## src/rtl/st7066u_read_operation.sv

```systemverilog
// ST7066U LCD read-cycle sequencer: drives RS/RW/E with datasheet timing, samples DB on E fall,
// and optionally re-polls the busy flag until BF=0 or a poll limit is reached.
module st7066u_read_operation #(
  parameter int unsigned SETUP_TICKS   = 2,
  parameter int unsigned E_HIGH_TICKS  = 12,
  parameter int unsigned HOLD_TICKS    = 1,
  parameter int unsigned RECOVER_TICKS = 45,
  parameter int unsigned MAX_POLLS     = 255
) (
  input  logic       i_clk,
  input  logic       i_reset,
  input  logic       i_ena,
  input  logic       i_start,
  input  logic       i_rs,
  input  logic       i_poll,
  input  logic [7:0] i_db,
  output logic       o_rs,
  output logic       o_rw,
  output logic       o_e,
  output logic       o_busy,
  output logic       o_done,
  output logic [7:0] o_data,
  output logic       o_timeout
);

  localparam int unsigned CNT_W = 16;
  localparam logic [CNT_W-1:0] SETUP_LAST   = CNT_W'(SETUP_TICKS - 1);
  localparam logic [CNT_W-1:0] E_HIGH_LAST  = CNT_W'(E_HIGH_TICKS - 1);
  localparam logic [CNT_W-1:0] HOLD_LAST    = CNT_W'(HOLD_TICKS - 1);
  localparam logic [CNT_W-1:0] RECOVER_LAST = CNT_W'(RECOVER_TICKS - 1);
  localparam logic [7:0]       POLL_MAX     = 8'(MAX_POLLS);

  typedef enum logic [2:0] {
    S_IDLE,
    S_SETUP,
    S_E_HIGH,
    S_HOLD,
    S_RECOVER
  } state_t;

  state_t           state_q, state_d;
  logic [CNT_W-1:0] cnt_q, cnt_d;
  logic             rs_q, rs_d;
  logic             rw_q, rw_d;
  logic             e_q, e_d;
  logic             busy_q, busy_d;
  logic             done_q, done_d;
  logic [7:0]       data_q, data_d;
  logic             timeout_q, timeout_d;
  logic             poll_en_q, poll_en_d;
  logic [7:0]       poll_cnt_q, poll_cnt_d;
  logic             tick_last;
  logic             phase_end;

  always_ff @(posedge i_clk) begin
    if (i_reset) begin
      state_q    <= S_IDLE;
      cnt_q      <= '0;
      rs_q       <= 1'b0;
      rw_q       <= 1'b0;
      e_q        <= 1'b0;
      busy_q     <= 1'b0;
      done_q     <= 1'b0;
      data_q     <= '0;
      timeout_q  <= 1'b0;
      poll_en_q  <= 1'b0;
      poll_cnt_q <= '0;
    end else begin
      state_q    <= state_d;
      cnt_q      <= cnt_d;
      rs_q       <= rs_d;
      rw_q       <= rw_d;
      e_q        <= e_d;
      busy_q     <= busy_d;
      done_q     <= done_d;
      data_q     <= data_d;
      timeout_q  <= timeout_d;
      poll_en_q  <= poll_en_d;
      poll_cnt_q <= poll_cnt_d;
    end
  end

  always_comb begin
    tick_last = 1'b0;
    unique case (state_q)
      S_SETUP:   tick_last = (cnt_q == SETUP_LAST);
      S_E_HIGH:  tick_last = (cnt_q == E_HIGH_LAST);
      S_HOLD:    tick_last = (cnt_q == HOLD_LAST);
      S_RECOVER: tick_last = (cnt_q == RECOVER_LAST);
      default:   tick_last = 1'b0;
    endcase
  end

  assign phase_end = i_ena & tick_last;

  always_comb begin
    state_d    = state_q;
    cnt_d      = cnt_q;
    rs_d       = rs_q;
    rw_d       = rw_q;
    e_d        = e_q;
    busy_d     = busy_q;
    done_d     = 1'b0;
    data_d     = data_q;
    timeout_d  = 1'b0;
    poll_en_d  = poll_en_q;
    poll_cnt_d = poll_cnt_q;

    // The phase counter restarts on every state change; idle ticks are never counted.
    if (state_q != S_IDLE && i_ena) begin
      cnt_d = tick_last ? '0 : cnt_q + 1'b1;
    end

    unique case (state_q)
      S_IDLE: begin
        rw_d  = 1'b0;
        e_d   = 1'b0;
        cnt_d = '0;
        if (i_start) begin
          state_d    = S_SETUP;
          rs_d       = i_rs;
          poll_en_d  = i_poll & ~i_rs;
          rw_d       = 1'b1;
          busy_d     = 1'b1;
          poll_cnt_d = '0;
        end
      end
      S_SETUP: begin
        if (phase_end) begin
          state_d = S_E_HIGH;
          e_d     = 1'b1;
        end
      end
      S_E_HIGH: begin
        if (phase_end) begin
          state_d = S_HOLD;
          e_d     = 1'b0;
          data_d  = i_db;
          if (poll_cnt_q != POLL_MAX) begin
            poll_cnt_d = poll_cnt_q + 1'b1;
          end
        end
      end
      S_HOLD: begin
        if (phase_end) begin
          state_d = S_RECOVER;
          rw_d    = 1'b0;
        end
      end
      S_RECOVER: begin
        if (phase_end) begin
          if (poll_en_q && data_q[7] && (poll_cnt_q < POLL_MAX)) begin
            state_d = S_SETUP;
            rw_d    = 1'b1;
          end else begin
            state_d   = S_IDLE;
            done_d    = 1'b1;
            busy_d    = 1'b0;
            timeout_d = poll_en_q & data_q[7];
          end
        end
      end
      default: state_d = S_IDLE;
    endcase
  end

  assign o_rs      = rs_q;
  assign o_rw      = rw_q;
  assign o_e       = e_q;
  assign o_busy    = busy_q;
  assign o_done    = done_q;
  assign o_data    = data_q;
  assign o_timeout = timeout_q;

endmodule

```

## config.mk

```make
export PLATFORM = sky130hd
export DESIGN_NAME = st7066u_read_operation
export DESIGN_NICKNAME = d
export VERILOG_FILES = /design/src/rtl/st7066u_read_operation.sv
export SDC_FILE = /design/constraint.sdc
export NUM_CORES = 1
export LEC_CHECK = 0
export BUFFER_PORTS_ARGS = -buffer_cell sky130_fd_sc_hd__buf_2
export CORE_MARGIN = 10
export CORE_UTILIZATION = 35
export CTS_CLUSTER_SIZE = 12
export DETAILED_ROUTE_END_ITERATION = 7
export GPL_TIMING_DRIVEN = 0
export PLACE_DENSITY = 0.56
export SYNTH_ARGS = -nofsm -noshare
export SYNTH_HDL_FRONTEND = slang
export SYNTH_SLANG_ARGS = --single-unit
```

## constraint.sdc

```tcl
create_clock -name i_clk -period 2.38 [get_ports i_clk]
set_input_delay 0.119 -clock i_clk [delete_from_list [all_inputs] [get_ports i_clk]]
set_output_delay 0.119 -clock i_clk [all_outputs]
set_load 0.005 [all_outputs]
```

==> flow_summary.yaml <==
power_and_ir_drop:
  p_total_w: 0.00150
  p_per_area_nw_per_um2: 584
  ir_drop_uv: 268
  p_leak_nw: 0.966
yosys:
  yosys.area_share.simple_pct: 28.4
  synth_top_area_share_pct: 40.3
  synth-edff-count: 0
  synth-seq-cells: 42
  ys_types: 48
  synth_fa_ha_area_share_pct: 1.80
  synth-warning-count: 0
  synth_top_family_by_area: "simple AND/OR/NAND/NOR gates"
  synth-seq-area-share_pct: 40.3
  synth_top_area_cell: "dfxtp_1"
  syn_nets: 267
  syn_inst: 250
  yosys-top-cells-area: "dfxtp_1 40%, nor2_1 6.5%, nand2_1 5.0%"
  syn_avg_cell_area_um2: 8.35
  synth-xor-area-share_pct: 7.55
  synthMuxAreaShare_pct: 3.84
  synth_ff_type: "dfxtp_1"
  synth.cell_area_um2: 2090
  synth-compound-area-share_pct: 14.8
  async_flop_share_pct: 0
worst_setup_path:
  worst-endpoint-arrival_ps: 2520
  crit_top_cell: "buf_4"
  crit_family: "simple AND/OR/NAND/NOR gates"
  cp-start-kind: "flip-flop"
  cp.required_ps: 2610
  crit_path_max_incr_delay_ps: 520
  path_class: "reg2reg"
  crit_fanout: 10
  crit_buf_inv: 2
  crit_slowest_cell: "or4b_4"
  worstPathCellList: "buf_4 > xnor2_1 > or4b_4 > a211oi_4 > a31oi_4 > buf_4 > or3_1 > a21oi_1"
  endpoint_kind: "flip-flop"
min_path:
  hp-class: "in2reg"
placement:
  routabilityCongestion: 0.828
  portBuffers: 27
  dp_hpwl_um: 3630
  place_inst: 352
final_layout:
  final_cells: 363
  syn_to_final_growth_pct: 22.8
  finalNetCount: 304
  n_fill_cell: 586
  drive_gt1_share_pct: 20.1
  diodes: 0
clock_network:
  h-tree-depth: 2
  clk_pin_slew_worst_paths_ps: 90
  cts_made_buffers: 5
  cts_tree: "done"
  ctsLongestPathBuffers: 2
  clk_latency_ps: 300
  cts.sinks: 42
  clockRootBuffer: "clkbuf_8"
detailed_routing:
  drc: 0
  vias: 1905
  routedWlPerCell_um: 14.2
  viasPerCell: 5.25
  drt_pass1_iterations: 4
  drt_iter0_drc: 89
  drtAntennaViolNets: 0
  wl_um: 5160
global_routing:
  track_usage_pct: 10.7
  use_met3_pct: 3.56
  grt_use_met1_pct: 13.7
  antenna_found_initial: 0
  grt_pass1_wl_um: 8690
  overflow: 0
  top_usage_layer: "met2"
  grt_pass1_vias: 1849
  grt_max_degree: 15
  grt_use_met2_pct: 15.7
floorplanning:
  dieWidth_um: 97.2
  num_io_pins: 28
  coreArea_um2: 5850
  initial_core_util_pct: 35.7
  rows: 28
  dieArea_um2: 9450
  die_y_um: 97.2
flow_run:
  maxCapViolCount: 0
sta:
  worstMarginPinSlew_ps: 526
  skew_ps: 4.53
  rsz0062_at_grt: "yes"
  final_hold_viol_count: 0
  finalCritPeriodShare_pct: 96.1
  max_freq_ghz: 0.437
  setup_viol: 0
  period_minus_slack_ps: 2290
  maxSlewViolCount: 0
  relSlewSlack_pct: 65.0
outcome:
  outcome: "finished clean"
==> worst reg2reg max path, delay by kind of cell, from the launching register on <==
family                 cells  cell delay (ps)
AO/OA/AOI/OAI              3              560
AND/OR/NAND/NOR            2              860
XOR/XNOR                   1              140
flip-flops                 1              310
buffers and inverters      2              350
==> final timing paths <==
path	depth (start not counted)	slack [ps]	end	start
worst max register to register	8	90	poll_cnt_q[5]	state_q[1]
worst min-delay path	3	50	o_data[6]	i_db[6]
worst min register to register	2	460	o_rs	o_rs
worst max-delay path	8	90	poll_cnt_q[5]	state_q[1]
==> final cells by class <==
cell class	instances	area [µm²]	share of cell area, %
clock buffers	5	68.8	2.68
inverters	6	22.5	0.878
repair buffers	30	158	6.15
flip-flops and latches	42	841	32.8
well taps	75	93.8	3.66
multi-input cells	192	1250	48.9
plain buffers	10	57.6	2.24
clock inverters	3	68.8	2.68
==> per-stage QoR <==
step	instance area, µm²	setup TNS (ps)	utilization (%)	setup WS (ps)	hold WS, ps
global placement	2320	-1840	39.6	-189	351
CTS	2460	0	42.0	7.76	44.4
finish	2560	0	43.8	94.0	48.2
global route	2560	-208	43.8	-51.6	73.0
floorplan	2090	0	-	288	255
detailed placement	2320	-1010	39.6	-106	366
==> power by group <==
part | total [W] | internal (W) | switching (W)
clock | 0.000695 | 0.000421 | 0.000275
sequential | 0.000713 | 0.000709 | 0.00000462
combinational | 0.0000895 | 0.0000323 | 0.0000572
total | 0.00150 | 0.00116 | 0.000337
==> registers in the layout, summed over array words and instances (netlist names) <==
signal / count
cnt_q: 16
o_busy: 1
o_data: 8
o_done: 1
o_e: 1
o_rs: 1
o_rw: 1
o_timeout: 1
poll_cnt_q: 8
poll_en_q: 1
state_q: 3
==> metal layers <==
metal / routed length, µm / part of all wire, %
met4: 85 / 1.6
met5: 0 / 0
met3: 307 / 5.9
met1: 2540 / 49
met2: 2230 / 43
==> cell usage in the layout (no fill, tap or decap), types with 2 or more instances in the layout <==
cell type	instances
nor4_1	3
xor2_1	9
clkbuf_1	3
o211ai_1	3
nand3_1	8
clkbuf_8	5
nand2_1	28
and3_1	10
nor3_1	3
or4_1	5
buf_2	30
nor2_1	36
ha_1	3
o22ai_1	2
inv_1	6
nor4_2	2
and4_1	2
or3_1	2
a21oi_1	10
buf_4	5
nand4_1	5
dfxtp_1	42
nor2b_1	2
mux2i_1	8
bufinv_16	2
nand3b_1	2
and2_1	4
o31ai_1	5
o21ai_0	8
xnor2_1	8
==> logic make-up (layout without fill, tap and decap cells) <==
group	after synthesis	in the layout
buffers and inverters	16	54
flip-flops	42	42
XOR/XNOR	18	18
multiplexers	8	8
adder cells (fa/ha/maj)	3	3
AO/OA/AOI/OAI	45	45
AND/OR/NAND/NOR	118	118
==> timing repair <==
item | 4_1_cts | 5_1_grt
setup endpoints to repair | 10 | 27
pin swaps | 0 | 3
hold buffers | 0 | 0
gates resized for setup | 1 | 18
buffers inserted | 0 | 3
==> synthesized netlist by cell type, types with 3 or more instances <==
cell type	number
a21oi_1	10
and2_1	4
and3_1	10
buf_2	5
clkbuf_1	4
dfxtp_1	42
ha_1	3
inv_1	6
mux2i_1	8
nand2_1	28
nand3_1	8
nand4_1	5
nor2_1	36
nor3_1	4
nor4_1	5
o211ai_1	3
o21ai_0	8
o31ai_1	5
or4_1	5
xnor2_1	9
xor2_1	9
No activity file was read; power rests on OpenSTA's default activity.
